[config.mk]
export PLATFORM = sky130hd
export DESIGN_NAME = dmem_access_ctrl
export DESIGN_NICKNAME = d
export VERILOG_FILES = /design/src/rtl/dmem_access_ctrl.sv
export SDC_FILE = /design/constraint.sdc
export NUM_CORES = 1
export LEC_CHECK = 0
export BUFFER_PORTS_ARGS = -buffer_cell sky130_fd_sc_hd__clkbuf_2
export CORE_MARGIN = 2
export CORE_UTILIZATION = 45
export DETAILED_ROUTE_END_ITERATION = 8
export PLACE_DENSITY_LB_ADDON = 0.12
export SYNTH_ARGS = -nofsm -noshare
export SYNTH_HDL_FRONTEND = slang
export SYNTH_SLANG_ARGS = --single-unit
[constraint.sdc]
create_clock -name clk -period 3.45 [get_ports clk]
set_input_delay 1.035 -clock clk [delete_from_list [all_inputs] [get_ports clk]]
set_output_delay 1.035 -clock clk [all_outputs]
set_load 0.02 [all_outputs]
[src/rtl/dmem_access_ctrl.sv]
// Load/store front-end for a single-port 16K x 32 data memory with 1-cycle read latency.
// Formats sub-word loads, performs sub-word stores as read-modify-write, flags misaligned requests.
module dmem_access_ctrl #(
  parameter int ADDR_W = 16,
  parameter int DATA_W = 32,
  parameter int CNT_W  = 32
) (
  input  logic              clk,
  input  logic              rst_n,
  input  logic              req_valid,
  output logic              req_ready,
  input  logic              req_we,
  input  logic [1:0]        req_size,
  input  logic              req_unsigned,
  input  logic [ADDR_W-1:0] req_addr,
  input  logic [DATA_W-1:0] req_wdata,
  output logic              ld_valid,
  output logic [DATA_W-1:0] ld_data,
  output logic              err_misalign,
  output logic              dm_en,
  output logic              dm_we,
  output logic [ADDR_W-3:0] dm_addr,
  output logic [DATA_W-1:0] dm_wdata,
  input  logic [DATA_W-1:0] dm_rdata,
  output logic [CNT_W-1:0]  cnt_load,
  output logic [CNT_W-1:0]  cnt_store,
  output logic [CNT_W-1:0]  cnt_rmw,
  output logic [CNT_W-1:0]  cnt_misalign,
  output logic [1:0]        dbg_state
);

  localparam int WA = ADDR_W - 2;
  localparam logic [CNT_W-1:0] CNT_ONE = {{(CNT_W-1){1'b0}}, 1'b1};

  typedef enum logic [1:0] {
    IDLE    = 2'd0,
    LD_WAIT = 2'd1,
    RMW_WR  = 2'd2
  } state_t;

  state_t state, state_nx;

  logic [WA-1:0] lat_addr;
  logic [1:0]    lat_off;
  logic [1:0]    lat_size;
  logic          lat_uns;
  logic [15:0]   lat_wdata;

  logic          accept;
  logic          misalign;
  logic          word_store;
  logic [DATA_W-1:0] lane_sh;
  logic [DATA_W-1:0] ld_fmt;
  logic [DATA_W-1:0] rmw_data;

  // Handshake: a request transfers on a posedge where req_valid && req_ready; ready only in IDLE.
  assign req_ready  = (state == IDLE);
  assign accept     = req_valid && req_ready;
  assign misalign   = (req_size == 2'b11) ||
                      (req_size == 2'b01 && req_addr[0]) ||
                      (req_size == 2'b10 && req_addr[1:0] != 2'b00);
  assign word_store = req_we && (req_size == 2'b10);
  assign dbg_state  = state;

  // Lane select for loads: shift the addressed byte/half down to bit 0, then extend.
  assign lane_sh = dm_rdata >> {lat_off, 3'b000};

  always_comb begin
    ld_fmt = dm_rdata;
    case (lat_size)
      2'b00:   ld_fmt = lat_uns ? {24'b0, lane_sh[7:0]}  : {{24{lane_sh[7]}}, lane_sh[7:0]};
      2'b01:   ld_fmt = lat_uns ? {16'b0, lane_sh[15:0]} : {{16{lane_sh[15]}}, lane_sh[15:0]};
      default: ld_fmt = dm_rdata;
    endcase
  end

  always_comb begin
    rmw_data = dm_rdata;
    if (lat_size == 2'b00) rmw_data[{lat_off, 3'b000} +: 8] = lat_wdata[7:0];
    else if (lat_off[1])   rmw_data[31:16] = lat_wdata;
    else                   rmw_data[15:0]  = lat_wdata;
  end

  // Memory port is driven in the accept cycle so the memory samples at the same edge.
  always_comb begin
    state_nx = state;
    dm_en    = 1'b0;
    dm_we    = 1'b0;
    dm_addr  = '0;
    dm_wdata = '0;
    case (state)
      IDLE: begin
        if (accept && !misalign) begin
          dm_addr = req_addr[ADDR_W-1:2];
          if (!req_we) begin
            dm_en    = 1'b1;
            state_nx = LD_WAIT;
          end else if (word_store) begin
            dm_we    = 1'b1;
            dm_wdata = req_wdata;
          end else begin
            dm_en    = 1'b1;
            state_nx = RMW_WR;
          end
        end
      end
      LD_WAIT: state_nx = IDLE;
      RMW_WR: begin
        dm_we    = 1'b1;
        dm_addr  = lat_addr;
        dm_wdata = rmw_data;
        state_nx = IDLE;
      end
      default: state_nx = IDLE;
    endcase
  end

  always_ff @(posedge clk or negedge rst_n) begin
    if (!rst_n) state <= IDLE;
    else        state <= state_nx;
  end

  always_ff @(posedge clk or negedge rst_n) begin
    if (!rst_n) begin
      lat_addr  <= '0;
      lat_off   <= 2'b00;
      lat_size  <= 2'b00;
      lat_uns   <= 1'b0;
      lat_wdata <= '0;
    end else if (accept) begin
      lat_addr  <= req_addr[ADDR_W-1:2];
      lat_off   <= req_addr[1:0];
      lat_size  <= req_size;
      lat_uns   <= req_unsigned;
      lat_wdata <= req_wdata[15:0];
    end
  end

  always_ff @(posedge clk or negedge rst_n) begin
    if (!rst_n) begin
      ld_valid     <= 1'b0;
      ld_data      <= '0;
      err_misalign <= 1'b0;
    end else begin
      ld_valid     <= (state == LD_WAIT);
      err_misalign <= accept && misalign;
      if (state == LD_WAIT) ld_data <= ld_fmt;
    end
  end

  always_ff @(posedge clk or negedge rst_n) begin
    if (!rst_n) begin
      cnt_load     <= '0;
      cnt_store    <= '0;
      cnt_rmw      <= '0;
      cnt_misalign <= '0;
    end else begin
      if (state == LD_WAIT) cnt_load <= cnt_load + CNT_ONE;
      if ((state == RMW_WR) || (accept && !misalign && word_store))
        cnt_store <= cnt_store + CNT_ONE;
      if (state == RMW_WR) cnt_rmw <= cnt_rmw + CNT_ONE;
      if (accept && misalign) cnt_misalign <= cnt_misalign + CNT_ONE;
    end
  end

endmodule

==> results.yml <==
timing:
  grt_setup_unrepaired: "yes"
  fmaxAchievable_ghz: 0.289
  tns_ns: -0.0231
  setup_viol: 6
  finalCriticalPeriod_ns: 3.46
  hold_viol: 0
  slew_viol_final: 0
  clock_skew_ns: 0.0144
  tightest_slew_ns: 0.965
  whs_ns: 0.467
  layout_setup_ws_ns: -0.00815
  finalCritPeriodShare_pct: 100
  relSlewSlack_pct: 35.7
worst_setup_path:
  crit_required_ns: 2.41
  start_kind: "input port"
  setup.worst_path.end_class: "output port"
  critPathKind: "in -> out"
  worstPathMaxFanout: 8
  arrival_ns: 2.42
drt:
  drc_errors: 0
  routed_via_density: 5.35
  routed_wl_um: 28800
  highest_layer: "met4"
  wl_met3_um: 1480
  wire_per_inst_um: 17.3
  met2_wirelength_um: 12800
  ant_nets: 0
  wl_met1_um: 13800
  drt_first_iter_violations: 482
  num_vias: 8897
  drt_pass1_iterations: 5
logic_synthesis:
  ys_top_cells_by_count: "211 x nand2_1, 199 x dfrtp_1, 88 x nor2_1"
  synth_area_um2: 10100
  postSynthCellCount: 1065
  synth-seq-cells: 199
  yosysSeqAreaShare_pct: 49.3
  ys_top_cells_by_area: "dfrtp_1 49%, nand2_1 7.8%, xnor2_1 6.5%, xor2_1 4.3%, nor2_1 3.3%"
  synth.avg_cell_area_um2: 9.49
  synth.most_common_cell: "nand2_1"
  yosysWarnings: 0
  syn_nets: 1161
  synth_edf_count: 0
  synth.distinct_cells: 58
  synthFlopType: "dfrtp_1"
  synth_async_sr_flop_share_pct: 100
  synth_top_area_share_pct: 49.3
  synth_top_cell_by_area: "dfrtp_1"
finish:
  instances_no_fill: 1664
  syn_to_final_growth_pct: 27.7
  final_core_util_pct: 58.8
  final_nets: 1467
  drive_gt1_share_pct: 29.8
  diodes: 0
clock_network:
  cts_inserted_buffers: 17
  root_buffer: "clkbuf_16"
  clock_sinks: 199
  clkLatencyLatePin_ns: 0.44
  htreeDepth: 4
  clockBufferDepth: 2
  path_clk_slew_ns: 0.08
  tritoncts: "built"
  postCtsHoldBufs: 0
global_routing:
  grt_usage_pct: 24.3
  overflow: 0
  grt_max_degree: 60
  grt_pass1_vias: 8371
  grt_pass1_wl_um: 46300
  antenna_found_initial: 0
place:
  hpwlAfterDp_um: 21000
  dpl.cell_count: 1625
  place_ws_ns: -0.0878
  routabilityCongestion: 0.918
  io_buffers: 299
floorplan:
  die_h_um: 154
  dieArea_um2: 23700
  design.core.area_um2: 22000
  row_count: 54
  io_pins: 300
  start_util_pct: 46.0
  die_w_um: 154
run:
  drv_cap: 0
pwr:
  ir_drop_mv: 0.313
  pwr_density_cell_nw_per_um2: 513
  leakage_nw: 6.48
run_status:
  status: "finished, violations left"
  violations: "negative setup slack"
min_path:
  hold_class: "reg -> reg"
-- cells by family after synthesis --
| group | share of synthesized area (%) |
|---|---|
| compound gates | 12.0 |
| xor+xnor | 10.8 |
| fa+ha+maj | 1.11 |
| buf+inv | 3.08 |
| flops | 49.3 |
| mux | 3.39 |
| simple gates | 20.3 |
-- registers in the layout, indices dropped and copies added, names as in the netlist --
signal and count:
cnt_load 32, cnt_misalign 32, cnt_rmw 32, cnt_store 32
ld_data 32, lat_wdata 16, lat_addr 14, dbg_state 2
lat_off 2, lat_size 2, err_misalign 1, lat_uns 1
ld_valid 1
-- critical path: stages --
cell and delay [ns]:
buf_6 0.10, or3_4 0.40, a211oi_4 0.26, buf_6 0.17, clkbuf_16 0.17, nand2_2 0.05
o21ai_1 0.06, buf_4 0.17
-- repair_timing --
action	CTS	global route
setup endpoints to repair	33	47
cloned	1	1
pin swaps	3	11
gates resized for setup	13	78
setup buffers	3	3
-- per-layer routing --
layer,GRT usage [%],vias up
met2,35.8,303
met1,36.5,4234
met5,0,-
met4,8.68,0
met3,3.92,44
li1,-,4316
-- cell type report --
cell class | count | area, µm²
Tap cell | 280 | 350
Clock buffer | 19 | 453
Fill cell | 1994 | 9060
Timing Repair Buffer | 339 | 1950
Inverter | 23 | 91.3
Clock inverter | 13 | 154
Sequential cell | 199 | 4980
Multi-Input combinational cell | 791 | 4930
-- power breakdown --
group	total [mW]	switching, mW	internal, mW
logic	1.69	1.08	0.607
registers	2.88	0.272	2.61
clock network	2.04	1.03	1.02
-- stage by stage --
step | cell area (µm²) | power [mW]
floorplan | 10100 | 3.87
global placement | 12000 | 4.54
detailed placement | 12000 | 4.57
CTS | 12700 | 6.65
global route | 12900 | 6.95
finish | 12900 | 6.62
-- cells in the final DEF, fill, tap and decap left out, types with 12 or more instances in the layout --
master,n
clkbuf_2,276
nand2_1,202
dfrtp_1,198
nor2_1,88
xnor2_1,75
a21oi_1,50
xor2_1,50
buf_4,49
nand3_1,45
mux2i_1,32
nand4_1,27
a22oi_1,23
inv_1,20
clkbuf_16,18
o21ai_0,17
nor3_1,17
a221oi_1,15
a22o_1,15
a32o_1,14
o21ai_1,13
and3_1,12
-- worst paths after layout --
check	start	end	slack (ns)	cells after the start
min reg2reg	cnt_rmw[31]$_DFFE_PN0P_	cnt_rmw[31]$_DFFE_PN0P_	0.47	1
max reg2reg	dbg_state[0]$_DFFE_PN0P_	cnt_rmw[23]$_DFFE_PN0P_	0.70	6
max	req_size[0]	dm_wdata[19]	-0.008	8
min in group asynchronous	rst_n	cnt_load[25]$_DFFE_PN0P_	0.55	1
min	cnt_rmw[31]$_DFFE_PN0P_	cnt_rmw[31]$_DFFE_PN0P_	0.47	1
max in group asynchronous	rst_n	cnt_rmw[15]$_DFFE_PN0P_	2.13	2
Power figures use the tool's default switching activity.
